<file path="src/rtl/cpu_load_store_unit_pkg.sv">
// Shared definitions for the load/store unit: MIPS memory opcodes, exception
// codes, FSM state type and lane/alignment helpers.
package cpu_load_store_unit_pkg;

  localparam logic [5:0] EXE_LB  = 6'h20;
  localparam logic [5:0] EXE_LH  = 6'h21;
  localparam logic [5:0] EXE_LW  = 6'h23;
  localparam logic [5:0] EXE_LBU = 6'h24;
  localparam logic [5:0] EXE_LHU = 6'h25;
  localparam logic [5:0] EXE_SB  = 6'h28;
  localparam logic [5:0] EXE_SH  = 6'h29;
  localparam logic [5:0] EXE_SW  = 6'h2B;

  localparam logic [4:0] EXC_ADEL = 5'd4;
  localparam logic [4:0] EXC_ADES = 5'd5;
  localparam logic [4:0] EXC_DBE  = 5'd7;

  typedef enum logic {
    LSU_IDLE,
    LSU_ACCESS
  } lsu_state_e;

  function automatic logic is_load(input logic [5:0] op);
    return op[5:3] == 3'b100;
  endfunction

  function automatic logic is_store(input logic [5:0] op);
    return op[5:3] == 3'b101;
  endfunction

  // opcode[1:0] encodes access size: 00 byte, 01 half, otherwise word.
  function automatic logic is_misaligned(input logic [5:0] op, input logic [1:0] a);
    case (op[1:0])
      2'b00:   return 1'b0;
      2'b01:   return a[0];
      default: return a != 2'b00;
    endcase
  endfunction

  function automatic logic [3:0] lane_be(input logic [5:0] op, input logic [1:0] a);
    case (op[1:0])
      2'b00:   return 4'b0001 << a;
      2'b01:   return a[1] ? 4'b1100 : 4'b0011;
      default: return 4'b1111;
    endcase
  endfunction

  function automatic logic [31:0] lane_wdata(input logic [5:0] op, input logic [31:0] d);
    case (op[1:0])
      2'b00:   return {4{d[7:0]}};
      2'b01:   return {2{d[15:0]}};
      default: return d;
    endcase
  endfunction

endpackage

</file>
<file path="src/rtl/cpu_load_store_unit_if.sv">
// Pipeline-side and data-memory-side signals of the load/store unit.
// master: the load/store unit itself; slave: Execute/Write-back/memory side.
interface cpu_load_store_unit_if #(
  parameter int unsigned ADDR_W = 32
);
  logic              in_valid;
  logic              in_ready;
  logic [5:0]        in_opcode;
  logic [ADDR_W-1:0] in_addr;
  logic [31:0]       in_store_data;
  logic [4:0]        in_write_reg;
  logic [31:0]       in_write_data;

  logic              mem_req;
  logic              mem_we;
  logic [ADDR_W-1:0] mem_addr;
  logic [3:0]        mem_be;
  logic [31:0]       mem_wdata;
  logic              mem_ack;
  logic [31:0]       mem_rdata;

  logic              out_valid;
  logic [4:0]        out_write_reg;
  logic [31:0]       out_write_data;
  logic              out_exc;
  logic [4:0]        out_exc_code;

  modport master (
    input  in_valid, in_opcode, in_addr, in_store_data, in_write_reg, in_write_data,
    input  mem_ack, mem_rdata,
    output in_ready,
    output mem_req, mem_we, mem_addr, mem_be, mem_wdata,
    output out_valid, out_write_reg, out_write_data, out_exc, out_exc_code
  );

  modport slave (
    output in_valid, in_opcode, in_addr, in_store_data, in_write_reg, in_write_data,
    output mem_ack, mem_rdata,
    input  in_ready,
    input  mem_req, mem_we, mem_addr, mem_be, mem_wdata,
    input  out_valid, out_write_reg, out_write_data, out_exc, out_exc_code
  );

endinterface

</file>
<file path="src/rtl/cpu_load_store_unit_align.sv">
// Load data alignment: extracts the addressed byte/halfword from the read word
// and sign- or zero-extends it (opcode[2] set = unsigned variant).
// Ports: opcode_i, addr_i (byte offset), rdata_i -> data_o.
module cpu_load_align (
  input  logic [5:0]  opcode_i,
  input  logic [1:0]  addr_i,
  input  logic [31:0] rdata_i,
  output logic [31:0] data_o
);
  logic [31:0] shifted;

  always_comb begin
    shifted = rdata_i >> {addr_i, 3'b000};
    case (opcode_i[1:0])
      2'b00:   data_o = opcode_i[2] ? {24'h0, shifted[7:0]}
                                    : {{24{shifted[7]}}, shifted[7:0]};
      2'b01:   data_o = opcode_i[2] ? {16'h0, shifted[15:0]}
                                    : {{16{shifted[15]}}, shifted[15:0]};
      default: data_o = shifted;
    endcase
  end

endmodule

</file>
<file path="src/rtl/cpu_load_store_unit.sv">
// Load/store stage between Execute and Write-back. Issues byte-enabled
// req/ack transfers, stalls via in_ready while a transfer is outstanding,
// aligns/extends load data and reports AdEL/AdES/DBE exceptions.
// Ports: clk, rst (sync, active high), bus (pipeline + data memory signals).
module cpu_load_store_unit
  import cpu_load_store_unit_pkg::*;
#(
  parameter int unsigned ADDR_W  = 32,
  parameter int unsigned TIMEOUT = 255
) (
  input logic                  clk,
  input logic                  rst,
  cpu_load_store_unit_if.master bus
);
  localparam int unsigned CNT_W = (TIMEOUT < 2) ? 1 : $clog2(TIMEOUT + 1);

  lsu_state_e        state_q, state_d;
  logic [5:0]        op_q, op_d;
  logic [ADDR_W-1:0] addr_q, addr_d;
  logic [4:0]        reg_q, reg_d;
  logic [CNT_W-1:0]  cnt_q, cnt_d, cnt_inc;

  logic              mem_req_q, mem_req_d;
  logic              mem_we_q, mem_we_d;
  logic [ADDR_W-1:0] mem_addr_q, mem_addr_d;
  logic [3:0]        mem_be_q, mem_be_d;
  logic [31:0]       mem_wdata_q, mem_wdata_d;

  logic              out_valid_q, out_valid_d;
  logic [4:0]        out_reg_q, out_reg_d;
  logic [31:0]       out_data_q, out_data_d;
  logic              out_exc_q, out_exc_d;
  logic [4:0]        out_code_q, out_code_d;

  logic [31:0]       load_data;

  cpu_load_align u_align (
    .opcode_i (op_q),
    .addr_i   (addr_q[1:0]),
    .rdata_i  (bus.mem_rdata),
    .data_o   (load_data)
  );

  always_comb begin
    state_d     = state_q;
    op_d        = op_q;
    addr_d      = addr_q;
    reg_d       = reg_q;
    cnt_d       = cnt_q;
    cnt_inc     = cnt_q + 1'b1;
    mem_req_d   = mem_req_q;
    mem_we_d    = mem_we_q;
    mem_addr_d  = mem_addr_q;
    mem_be_d    = mem_be_q;
    mem_wdata_d = mem_wdata_q;
    out_valid_d = 1'b0;
    out_reg_d   = out_reg_q;
    out_data_d  = out_data_q;
    out_exc_d   = out_exc_q;
    out_code_d  = out_code_q;

    case (state_q)
      LSU_IDLE: begin
        if (bus.in_valid) begin
          if (is_load(bus.in_opcode) || is_store(bus.in_opcode)) begin
            if (is_misaligned(bus.in_opcode, bus.in_addr[1:0])) begin
              out_valid_d = 1'b1;
              out_exc_d   = 1'b1;
              out_code_d  = is_load(bus.in_opcode) ? EXC_ADEL : EXC_ADES;
              out_reg_d   = '0;
              out_data_d  = 32'(bus.in_addr);
            end else begin
              state_d     = LSU_ACCESS;
              op_d        = bus.in_opcode;
              addr_d      = bus.in_addr;
              reg_d       = bus.in_write_reg;
              cnt_d       = '0;
              mem_req_d   = 1'b1;
              mem_we_d    = is_store(bus.in_opcode);
              mem_addr_d  = {bus.in_addr[ADDR_W-1:2], 2'b00};
              mem_be_d    = lane_be(bus.in_opcode, bus.in_addr[1:0]);
              mem_wdata_d = lane_wdata(bus.in_opcode, bus.in_store_data);
            end
          end else begin
            out_valid_d = 1'b1;
            out_exc_d   = 1'b0;
            out_code_d  = '0;
            out_reg_d   = bus.in_write_reg;
            out_data_d  = bus.in_write_data;
          end
        end
      end

      LSU_ACCESS: begin
        // Ack takes priority over a timeout expiring in the same cycle.
        if (bus.mem_ack) begin
          state_d     = LSU_IDLE;
          mem_req_d   = 1'b0;
          out_valid_d = 1'b1;
          out_exc_d   = 1'b0;
          out_code_d  = '0;
          if (is_load(op_q)) begin
            out_reg_d  = reg_q;
            out_data_d = load_data;
          end else begin
            out_reg_d  = '0;
            out_data_d = '0;
          end
        end else if (TIMEOUT != 0 && cnt_inc == CNT_W'(TIMEOUT)) begin
          state_d     = LSU_IDLE;
          mem_req_d   = 1'b0;
          out_valid_d = 1'b1;
          out_exc_d   = 1'b1;
          out_code_d  = EXC_DBE;
          out_reg_d   = '0;
          out_data_d  = 32'(addr_q);
        end else begin
          cnt_d = cnt_inc;
        end
      end

      default: state_d = LSU_IDLE;
    endcase
  end

  always_ff @(posedge clk) begin
    if (rst) begin
      state_q     <= LSU_IDLE;
      op_q        <= '0;
      addr_q      <= '0;
      reg_q       <= '0;
      cnt_q       <= '0;
      mem_req_q   <= 1'b0;
      mem_we_q    <= 1'b0;
      mem_addr_q  <= '0;
      mem_be_q    <= '0;
      mem_wdata_q <= '0;
      out_valid_q <= 1'b0;
      out_reg_q   <= '0;
      out_data_q  <= '0;
      out_exc_q   <= 1'b0;
      out_code_q  <= '0;
    end else begin
      state_q     <= state_d;
      op_q        <= op_d;
      addr_q      <= addr_d;
      reg_q       <= reg_d;
      cnt_q       <= cnt_d;
      mem_req_q   <= mem_req_d;
      mem_we_q    <= mem_we_d;
      mem_addr_q  <= mem_addr_d;
      mem_be_q    <= mem_be_d;
      mem_wdata_q <= mem_wdata_d;
      out_valid_q <= out_valid_d;
      out_reg_q   <= out_reg_d;
      out_data_q  <= out_data_d;
      out_exc_q   <= out_exc_d;
      out_code_q  <= out_code_d;
    end
  end

  assign bus.in_ready       = (state_q == LSU_IDLE) & ~rst;
  assign bus.mem_req        = mem_req_q;
  assign bus.mem_we         = mem_we_q;
  assign bus.mem_addr       = mem_addr_q;
  assign bus.mem_be         = mem_be_q;
  assign bus.mem_wdata      = mem_wdata_q;
  assign bus.out_valid      = out_valid_q;
  assign bus.out_write_reg  = out_reg_q;
  assign bus.out_write_data = out_data_q;
  assign bus.out_exc        = out_exc_q;
  assign bus.out_exc_code   = out_code_q;

endmodule

</file>
<file path="src/flat_wrapper.sv">
// flat-port wrapper written by rule: the top's interface ports become plain ports
module cpu_load_store_unit_flat import cpu_load_store_unit_pkg::*;
#(
  parameter int unsigned ADDR_W  = 32,
  parameter int unsigned TIMEOUT = 255
)
  (clk, rst, bus_in_valid, bus_in_opcode, bus_in_addr, bus_in_store_data, bus_in_write_reg, bus_in_write_data, bus_mem_ack, bus_mem_rdata, bus_in_ready, bus_mem_req, bus_mem_we, bus_mem_addr, bus_mem_be, bus_mem_wdata, bus_out_valid, bus_out_write_reg, bus_out_write_data, bus_out_exc, bus_out_exc_code);
  cpu_load_store_unit_if #(.ADDR_W(ADDR_W)) bus_i ();
  input logic clk;
  input logic rst;
  input wire logic [$bits(bus_i.in_valid)-1:0] bus_in_valid;
  input wire logic [$bits(bus_i.in_opcode)-1:0] bus_in_opcode;
  input wire logic [$bits(bus_i.in_addr)-1:0] bus_in_addr;
  input wire logic [$bits(bus_i.in_store_data)-1:0] bus_in_store_data;
  input wire logic [$bits(bus_i.in_write_reg)-1:0] bus_in_write_reg;
  input wire logic [$bits(bus_i.in_write_data)-1:0] bus_in_write_data;
  input wire logic [$bits(bus_i.mem_ack)-1:0] bus_mem_ack;
  input wire logic [$bits(bus_i.mem_rdata)-1:0] bus_mem_rdata;
  output wire logic [$bits(bus_i.in_ready)-1:0] bus_in_ready;
  output wire logic [$bits(bus_i.mem_req)-1:0] bus_mem_req;
  output wire logic [$bits(bus_i.mem_we)-1:0] bus_mem_we;
  output wire logic [$bits(bus_i.mem_addr)-1:0] bus_mem_addr;
  output wire logic [$bits(bus_i.mem_be)-1:0] bus_mem_be;
  output wire logic [$bits(bus_i.mem_wdata)-1:0] bus_mem_wdata;
  output wire logic [$bits(bus_i.out_valid)-1:0] bus_out_valid;
  output wire logic [$bits(bus_i.out_write_reg)-1:0] bus_out_write_reg;
  output wire logic [$bits(bus_i.out_write_data)-1:0] bus_out_write_data;
  output wire logic [$bits(bus_i.out_exc)-1:0] bus_out_exc;
  output wire logic [$bits(bus_i.out_exc_code)-1:0] bus_out_exc_code;
  assign bus_i.in_valid = bus_in_valid;
  assign bus_i.in_opcode = bus_in_opcode;
  assign bus_i.in_addr = bus_in_addr;
  assign bus_i.in_store_data = bus_in_store_data;
  assign bus_i.in_write_reg = bus_in_write_reg;
  assign bus_i.in_write_data = bus_in_write_data;
  assign bus_i.mem_ack = bus_mem_ack;
  assign bus_i.mem_rdata = bus_mem_rdata;
  assign bus_in_ready = bus_i.in_ready;
  assign bus_mem_req = bus_i.mem_req;
  assign bus_mem_we = bus_i.mem_we;
  assign bus_mem_addr = bus_i.mem_addr;
  assign bus_mem_be = bus_i.mem_be;
  assign bus_mem_wdata = bus_i.mem_wdata;
  assign bus_out_valid = bus_i.out_valid;
  assign bus_out_write_reg = bus_i.out_write_reg;
  assign bus_out_write_data = bus_i.out_write_data;
  assign bus_out_exc = bus_i.out_exc;
  assign bus_out_exc_code = bus_i.out_exc_code;
  cpu_load_store_unit #(.ADDR_W(ADDR_W), .TIMEOUT(TIMEOUT)) u_core (.clk(clk), .rst(rst), .bus(bus_i));
endmodule
</file>
<file path="config.mk">
export PLATFORM = sky130hd
export DESIGN_NAME = cpu_load_store_unit_flat
export DESIGN_NICKNAME = d
export VERILOG_FILES = /design/src/rtl/cpu_load_store_unit_pkg.sv /design/src/rtl/cpu_load_store_unit_if.sv /design/src/rtl/cpu_load_store_unit_align.sv /design/src/rtl/cpu_load_store_unit.sv /design/src/flat_wrapper.sv
export SDC_FILE = /design/constraint.sdc
export NUM_CORES = 1
export LEC_CHECK = 0
export BUFFER_PORTS_ARGS = -buffer_cell sky130_fd_sc_hd__buf_2
export CORE_ASPECT_RATIO = 1.25
export CORE_MARGIN = 5
export CORE_UTILIZATION = 30
export DETAILED_ROUTE_END_ITERATION = 6
export GPL_ROUTABILITY_DRIVEN = 0
export PLACE_DENSITY_LB_ADDON = 0.1
export RECOVER_POWER = 25
export SLEW_MARGIN = 0
export SYNTH_ARGS = -nofsm -noshare
export SYNTH_HDL_FRONTEND = slang
export SYNTH_SLANG_ARGS = --single-unit
</file>
<file path="constraint.sdc">
create_clock -name clk -period 2.45 [get_ports clk]
set_input_delay 0.1225 -clock clk [delete_from_list [all_inputs] [get_ports clk]]
set_output_delay 0.1225 -clock clk [all_outputs]
set_load 0.02 [all_outputs]
</file>
**Word level (Yosys, flattened, before mapping)**

Index checks and enable logic that the tools add are counted.

- $add $sub $neg: 1
- Eq/ne operators: 13
- Shift-type cells: 2
- Mux-type cells: 61
- Bitwise operators: 4
- Reductions and logical operators: 8

Operator list:

| operator | count |
|---|---|
| two-way mux 32 bit | 8 |
| one-hot mux 32 bit (2 select lines) | 3 |
| two-way mux 5 bit | 11 |
| two-way mux 8 bit | 5 |
| right shift 32 x 5 -> 32 bit | 1 |
| two-way mux 1 bit | 24 |
| one-hot mux 5 bit (2 select lines) | 2 |
| one-hot mux 8 bit (2 select lines) | 1 |
| one-hot mux 1 bit (2 select lines) | 5 |
| equality test 3 bit (second input constant) | 3 |
| adder 8 x 1 -> 8 bit (second input constant) | 1 |
| equality test 8 bit (second input constant) | 1 |
| != test 2 bit (second input constant) | 4 |
| one-hot mux 4 bit (2 select lines) | 1 |
| AND reduction 4 bit | 2 |
| != test 3 bit (second input constant) | 2 |
| AND reduction 5 bit | 1 |
| equality test 2 x 1 -> 1 bit (second input constant) | 2 |
| logical NOT 2 bit | 2 |
| two-way mux 4 bit | 1 |
| left shift 1 x 2 -> 4 bit (first input constant) | 1 |
| NOT 1 bit | 3 |
| AND reduction 3 bit | 1 |
| != test 2 x 1 -> 1 bit (second input constant) | 1 |
| other kinds (3) | 3 |

- Register bits after elaboration: 164
- Input bits: 143
- Output and inout bits: 115
- Word-level logic and storage cells: 104

**Depth between registers and ports, before layout**

Gate-level depths: netlist of the first run.

- Word-level depth: 9
- Gate-level depth with buffers: 9
- Depth with buffers taken out: 7

**Hierarchy**

From an unflattened synthesis of the first run, not the netlist that was laid out.

- Cell total of the unflattened synthesis: 936
- Area, all modules: 7464.7 sq um

By module, submodules not included:

| module | instances | cells each | area each (sq um) | sequential area each (sq um) |
|---|---|---|---|---|
| cpu_load_store_unit | 1 | 833 | 6696.4 | 2622.5 |
| cpu_load_align | 1 | 103 | 768.2 | 0.0 |

**Worst setup path after synthesis of the first run**

Ideal clock, no wire load.

- Kind: register -> register
- From: register u_core.cnt_q[1]
- To: register u_core.out_reg_q[3] (netlist: u_core.bus.out_write_reg[3])
- Setup time: 0.132 ns
- Arrival time: 1.721 ns
- Required time: 2.318 ns
- Path slack: 0.597 ns
- Cell stages (with the launch flop): 8
- Buffers on the path: 1
- Period minus slack after synthesis: 1.853 ns
- Cells stage by stage: dfxtp_1 -> ha_1 -> nand4_1 -> or2_2 -> a211o_4 -> buf_6 -> a222oi_1 -> nor3_1

- Word-level cells in the longest chain between the ends: 4

Ends and longest elaborated chain:

| element | line | source |
|---|---|---|
| from (decl) | cpu_load_store_unit.sv:21 | `logic [CNT_W-1:0] cnt_q, cnt_d, cnt_inc;` |
| from (signal assigned) | cpu_load_store_unit.sv:148 | `cnt_q <= cnt_d;` |
| adder 8 x 1 -> 8 bit | cpu_load_store_unit.sv:50 | `cnt_inc = cnt_q + 1'b1;` |
| equality test 8 bit | cpu_load_store_unit.sv:109 | `end else if (TIMEOUT != 0 && cnt_inc == CNT_W'(TIMEOUT)) begin` |
| != test 3 bit (no line) | n/a |  |
| AND reduction 3 bit (no line) | n/a |  |
| to (signal assigned) | cpu_load_store_unit.sv:155 | `out_reg_q <= out_reg_d;` |
| to (decl) | cpu_load_store_unit.sv:30 | `logic [4:0] out_reg_q, out_reg_d;` |

Every way passes these cells.
A chain may end at the register's enable or synchronous reset.

**Worst setup path in the final report of the first run**

- From: register u_core.addr_q[1]
- To: register u_core.out_data_q[20] (netlist: u_core.bus.out_write_data[20])

- Word-level cells in the longest chain between the ends: 6
- Elaborated cells on any way between the ends: 7
- Classes of those cells: 1 x shift; 6 x mux

Ends and longest elaborated chain:

| element | line | source |
|---|---|---|
| from (decl) | cpu_load_store_unit.sv:19 | `logic [ADDR_W-1:0] addr_q, addr_d;` |
| from (signal assigned) | cpu_load_store_unit.sv:146 | `addr_q <= addr_d;` |
| right shift 32 x 5 -> 32 bit (*) | cpu_load_store_unit_align.sv:13 | `shifted = rdata_i >> {addr_i, 3'b000};` |
| two-way mux 32 bit, on equally long branches | cpu_load_store_unit_align.sv:17, cpu_load_store_unit_align.sv:15 |  |
| one-hot mux 32 bit (2 select lines) (*) | cpu_load_store_unit_align.sv:14 | `case (opcode_i[1:0])` |
| two-way mux 32 bit (*) | cpu_load_store_unit.sv:102 | `if (is_load(op_q)) begin` |
| two-way mux 32 bit (*) | cpu_load_store_unit.sv:96 | `if (bus.mem_ack) begin` |
| one-hot mux 32 bit (2 select lines) (*) | cpu_load_store_unit.sv:62 | `case (state_q)` |
| to (signal assigned) | cpu_load_store_unit.sv:156 | `out_data_q <= out_data_d;` |
| to (decl) | cpu_load_store_unit.sv:31 | `logic [31:0] out_data_q, out_data_d;` |

Mark *: on every way between the ends. The rest lies on a longest branch, timed or not.

==> flow_metrics.env, run 1 <==
export IMPL_p_int_uw=4300
export IMPL_antenna_left=0
export IMPL_synthesis_area_um2=6930
export IMPL_drt_iter0_drc=266
export IMPL_cts_buffer_depth=2
export IMPL_period_share=0.912
export IMPL_use_met1=0.249
export IMPL_combPwrFrac=0.169
export IMPL_drive_gt1_frac=0.247
export IMPL_report_final_setup_viol=0
export IMPL_p_leak_uw=0.00378
export IMPL_finalWorstSetupSlack_ns=0.216
export IMPL_startpoint_type="flip-flop"
export IMPL_async_reset_ff_frac=0
export IMPL_setup_tns_final_ns=0
export IMPL_die_y_um=180
export IMPL_critPathKind="flip-flop to flip-flop"
export IMPL_path_clk_slew_ns=0.06
export IMPL_io_buffers=253
export IMPL_die_w_um=146
export IMPL_seqPwrFrac=0.386
export IMPL_required_ns=2.77
export IMPL_netlist_top_cells_area="dfxtp_1 (38%), nand2_1 (9.8%), mux2i_1 (8.5%)"
export IMPL_p_per_area_nw_per_um2=639
export IMPL_area_growth_pct=35.0
export IMPL_globalRoute_totalOverflow=0
export IMPL_max_freq_mhz=448
export IMPL_yosysSeqAreaShare=0.378
export IMPL_post_cts_resized=0
export IMPL_grt_start_max_net_pins=54
export IMPL_worstMarginPinSlew_ns=1.08
export IMPL_status="complete, no violations"
export IMPL_vdd_drop_max_v=0.000472
export IMPL_avgSynthCellArea_um2=7.96
export IMPL_die_area_um2=26300
export IMPL_cts_buffers=17
export IMPL_dr_pass1_iters=7
export IMPL_clock_skew_ns=0.0102
export IMPL_yosys_warnings=0
export IMPL_initial_core_util=0.303
export IMPL_synth_largest_area_cell="dfxtp_1"
export IMPL_slew_viol_final=0
export IMPL_vias=7182
export IMPL_groute_layer_met2_usage=0.335
export IMPL_synth_commonest_cells="nand2_1 (180), dfxtp_1 (131), a21oi_1 (92)"
export IMPL_rsz0062_at_grt="false"
export IMPL_yosys_cell_count_top_type="nand2_1"
export IMPL_hold_class="input pin to flip-flop"
export IMPL_cts_sinks=131
export IMPL_track_usage=0.199
export IMPL_cts_tree="done"
export IMPL_final_nets=1268
export IMPL_wl_mm=26.5
export IMPL_synthCells=871
export IMPL_post_synth_num_cell_types=56
export IMPL_swShare=0.280
export IMPL_grt_pass1_vias=7143
export IMPL_avgViaCountPerCell=5.04
export IMPL_ys_seq_elements=131
export IMPL_diodes=0
export IMPL_dpl_hpwl_mm=19.7
export IMPL_antenna_found_initial=2
export IMPL_clock_latency_ns=0.41
export IMPL_fin_crit_ns=2.23
export IMPL_htree_levels=4
export IMPL_switchingPower_uw=1670
export IMPL_grt_most_used_layer="met2"
export IMPL_critPathMaxFanout=9
export IMPL_endpoint_kind="flip-flop"
export IMPL_pre_cts_ws_ns=0.235
export IMPL_met3_usage=0.0605
export IMPL_drc=0
export IMPL_fp_row_count=62
export IMPL_grt_pass1_wl_mm=41.9
export IMPL_synth_edf_count=0
export IMPL_root_buffer="clkbuf_16"
export IMPL_cp_arrival_ns=2.56
export IMPL_synth_top_area_share=0.378
export IMPL_yosys_most_used_dff="dfxtp_1"
export IMPL_slew_headroom=0.279
export IMPL_avgRoutedWirePerCell_um=18.6
export IMPL_max_cap_viol_count=0
export IMPL_power_frac_clock=0.445
export IMPL_finalHoldViolCount=0
export IMPL_ios=258
export IMPL_core_um2=22900
metrics by stage:
step | hold WS (ns) | total power, uW | util | area (um^2) | instances
final | 0.0147 | 5980 | 0.409 | 9350 | 1424
after global routing | 0.0121 | 6250 | 0.409 | 9350 | 1424
after CTS | 0.000458 | 6080 | 0.412 | 9430 | 1424
after detailed placement | 0.383 | 3320 | 0.362 | 8280 | 1338
after global placement | 0.379 | 3320 | 0.362 | 8280 | 1338
after floorplan | 0.258 | 2910 | - | 6940 | 874
worst paths after layout:
check | from | endpoint | slack (ns) | depth (start not counted)
worst max-delay path | u_core.addr_q[1] | u_core.bus.out_write_data[20] | 0.22 | 5
worst max register to register | u_core.addr_q[1] | u_core.bus.out_write_data[20] | 0.22 | 5
worst min-delay path | bus_in_store_data[15] | u_core.bus.mem_wdata[15] | 0.01 | 3
worst min register to register | u_core.bus.mem_wdata[29] | u_core.bus.mem_wdata[29] | 0.45 | 2
timing repair:
action | CTS | global route
hold endpoints to repair | 55 | 0
hold buffers | 54 | 0
buffers inserted | 0 | 0
power groups by stage:
stage	registers, uW	logic, uW	clock network [uW]
after global placement	2350	968	0
after floorplan	2450	465	0
final	2310	1010	2660
after CTS	2300	1040	2740
after detailed placement	2350	970	0
after global routing	2320	1110	2830
cell usage in the layout (no fill, tap or decap), types with 4 or more instances in the layout:
master           n
buf_2          192
dfxtp_1        130
a222oi_1         5
mux2i_1         59
o21ai_0         22
o22ai_1         14
o31ai_1         11
a211oi_1        28
buf_4           31
a31oi_1         12
clkbuf_1        61
conb_1           4
dlygate4sd3_1   54
nor3_1          42
o211ai_1        13
mux2_2           8
nand2b_1         4
a221oi_1         8
nand2_1        180
or2_2            4
a311oi_1        10
inv_1            4
a221o_1          6
a21oi_1         92
clkbuf_16       17
nor2_1          46
a2111oi_0        7
nor2b_1         10
nand3_1          4
critical path, cell delays in order, from the launching register on:
cell,delay [ns]
dfxtp_1,0.58
mux2_2,0.29
o21ai_0,0.14
a2111oi_4,0.71
a2111oi_0,0.17
a211oi_1,0.26
routing by layer:
layer,vias to the layer above,part of all wire
li1,3592,-
met5,-,0.0010
met3,22,0.074
met4,4,0.014
met1,3315,0.43
met2,249,0.48
layout make-up:
type                       instances  area [um^2]
clock inverter                    12          155
clock buffer                      20          457
sequential                       131         2620
fill                            2383        13500
inverter                           6         22.5
multi-input combinational        627         3720
tap                              288          360
timing repair buffer             340         2020
logic make-up (layout without fill, tap and decap cells):
group                      after synthesis  count (layout)  synth area share
xor gates and xnor gates                 1               1           0.00235
adders and majority gates                2               2           0.00361
DFF                                    131             131             0.378
and+or+nand+nor                        309             309             0.193
other                                    1               4          0.000541
AOI/OAI and AO/OA                      244             244             0.235
muxes                                   67              67            0.0982
buffers and inverters                  116             378            0.0894
Note: power is estimated with default switching activity, not from simulation.
==> run 2: changes to the inputs <==
--- a/config.mk
+++ b/config.mk
@@ -11,6 +11,7 @@
 export CORE_UTILIZATION = 30
 export DETAILED_ROUTE_END_ITERATION = 6
 export GPL_ROUTABILITY_DRIVEN = 0
+export HOLD_SLACK_MARGIN = 0.03
 export PLACE_DENSITY_LB_ADDON = 0.1
 export RECOVER_POWER = 25
 export SLEW_MARGIN = 0
==> run 2 against run 1 <==
Net effect:
- critical endpoint is now u_core.bus.mem_wdata[11]
- setup slack worse by 0.043 ns
- sequential share of layout area down 0.42 points
- cell count increased by 0.98%
==> flow_metrics.env, run 2 (same netlist as run 1, synthesis figures left out) <==
export IMPL_startpoint_type="flip-flop"
export IMPL_antenna_found_initial=2
export IMPL_combPwrFrac=0.171
export IMPL_cts_buffer_depth=2
export IMPL_critPathMaxFanout=47
export IMPL_globalRoute_totalOverflow=0
export IMPL_crit_buf_inv=3
export IMPL_setup_tns_final_ns=0
export IMPL_cpLargestDelayFamily="buffers and inverters"
export IMPL_die_y_um=180
export IMPL_root_buffer="clkbuf_16"
export IMPL_io_buffers=253
export IMPL_final_cell_mix="buf_2 (192), nand2_1 (180), dfxtp_1 (130)"
export IMPL_power_frac_clock=0.444
export IMPL_slew_viol_final=0
export IMPL_r2r_setup_slack_ns=0.17
export IMPL_slew_headroom=0.291
export IMPL_seqPwrFrac=0.385
export IMPL_status="complete, no violations"
export IMPL_track_usage=0.199
export IMPL_antenna_left=0
export IMPL_htree_levels=4
export IMPL_rsz0062_at_grt="false"
export IMPL_fp_row_count=62
export IMPL_cpMaxStageDelayCell="dlygate4sd3_1"
export IMPL_wl_mm=26.7
export IMPL_grt_start_max_net_pins=54
export IMPL_worstMarginPinSlew_ns=1.06
export IMPL_grt_pass1_vias=7219
export IMPL_report_final_setup_viol=0
export IMPL_clock_latency_ns=0.41
export IMPL_avgRoutedWirePerCell_um=18.5
export IMPL_finalHoldViolCount=0
export IMPL_max_freq_mhz=439
export IMPL_grt_pass1_wl_mm=42.1
export IMPL_holdPathStages=3
export IMPL_num_fill_cells=2377
export IMPL_cp_arrival_ns=2.63
export IMPL_vias=7258
export IMPL_vdd_drop_max_v=0.000473
export IMPL_drt_iter0_drc=319
export IMPL_ios=258
export IMPL_cts_buffers=17
export IMPL_dr_pass1_iters=6
export IMPL_core_um2=22900
export IMPL_cts_tree="done"
export IMPL_required_ns=2.81
export IMPL_clock_skew_ns=0.0106
export IMPL_die_w_um=146
export IMPL_endpoint_kind="flip-flop"
export IMPL_switchingPower_uw=1680
export IMPL_layout_commonest_cell="buf_2"
export IMPL_max_cap_viol_count=0
export IMPL_rr_worst_depth=7
export IMPL_fin_area_um2=9500
export IMPL_dpl_hpwl_mm=19.7
export IMPL_critPathKind="flip-flop to flip-flop"
export IMPL_final_nets=1282
export IMPL_hold_class="input pin to flip-flop"
export IMPL_path_clk_slew_ns=0.06
export IMPL_min_from="bus_in_store_data[17]"
export IMPL_hold_end="u_core.bus.mem_wdata[17]"
export IMPL_area_growth_pct=37.1
export IMPL_finish_utilization=0.415
export IMPL_drive_gt1_frac=0.245
export IMPL_period_share=0.929
export IMPL_diodes=0
export IMPL_p_per_area_nw_per_um2=631
export IMPL_placed_cell_area_um2=8280
export IMPL_die_area_um2=26300
export IMPL_drc=0
export IMPL_rr_endpoint="u_core.bus.mem_wdata[11]"
export IMPL_avgViaCountPerCell=5.05
export IMPL_swShare=0.280
export IMPL_cpPeakStageDelay_ns=0.58
export IMPL_initial_core_util=0.303
export IMPL_rr_startpoint="u_core.state_q"
export IMPL_path_cells="buf_4, nor2b_2, o211a_4, buf_12, nor2_1, a311oi_1, dlygate4sd3_1"
export IMPL_p_leak_uw=0.00384
export IMPL_cts_sinks=131
export IMPL_fin_crit_ns=2.28
export IMPL_p_int_uw=4320
-- run 2: through the flow --
step	setup slack (ns)	std cells	total power, uW	hold WS, ns
after floorplan	0.597	874	2910	0.258
after global placement	0.309	1338	3320	0.379
after detailed placement	0.235	1338	3320	0.383
after CTS	0.0587	1438	6090	0.0323
after global routing	0.0255	1438	6270	0.0338
final	0.173	1438	5990	0.0564
-- run 2: what timing repair did --
item / in CTS / in global routing
hold buffers: 68 / 0
buffers inserted: 0 / 0
hold endpoints to repair: 65 / 0
endpoints found under the setup margin: 0 / 4
gates resized for setup: 0 / 1
-- run 2: layout make-up --
| class | count | area, um^2 | share of cell area |
|---|---|---|---|
| clock buffers | 20 | 457 | 0.0481 |
| clock inverters | 12 | 155 | 0.0163 |
| inverters | 6 | 22.5 | 0.00237 |
| multi-input cells | 627 | 3720 | 0.392 |
| flip-flops and latches | 131 | 2620 | 0.276 |
| well taps | 288 | 360 | 0.0379 |
| repair buffers | 354 | 2160 | 0.227 |
-- run 2: power groups by stage --
| stage | combinational [uW] | clock [uW] | sequential (uW) |
|---|---|---|---|
| floorplan | 465 | 0 | 2450 |
| global placement | 968 | 0 | 2350 |
| detailed placement | 970 | 0 | 2350 |
| CTS | 1050 | 2740 | 2300 |
| global route | 1120 | 2830 | 2320 |
| finish | 1030 | 2660 | 2310 |
-- run 2: per-layer routing --
metal | vias up | share of wire | track usage
met5 | - | 0.0010 | 0
met4 | 4 | 0.014 | 0.0494
met3 | 21 | 0.069 | 0.0584
met2 | 236 | 0.48 | 0.336
met1 | 3377 | 0.43 | 0.250
li1 | 3620 | - | -
-- run 2: worst max-delay path by stage --
stage,slack [ns],from,endpoint,depth (start not counted)
finish,0.17,u_core.state_q,u_core.bus.mem_wdata[11],7
global route,0.03,u_core.state_q,u_core.bus.mem_wdata[8],7
floorplan,0.60,u_core.cnt_q[1],u_core.bus.out_write_reg[3],7
CTS,0.06,u_core.state_q,u_core.bus.mem_wdata[9],7
detailed placement,0.23,u_core.addr_q[1],u_core.bus.out_write_data[20],5
global placement,0.31,u_core.addr_q[1],u_core.bus.out_write_data[16],5
-- run 2: worst min-delay path: stages --
cell      delay, ns
buf_2          0.10
mux2i_1        0.12
a211oi_1       0.08
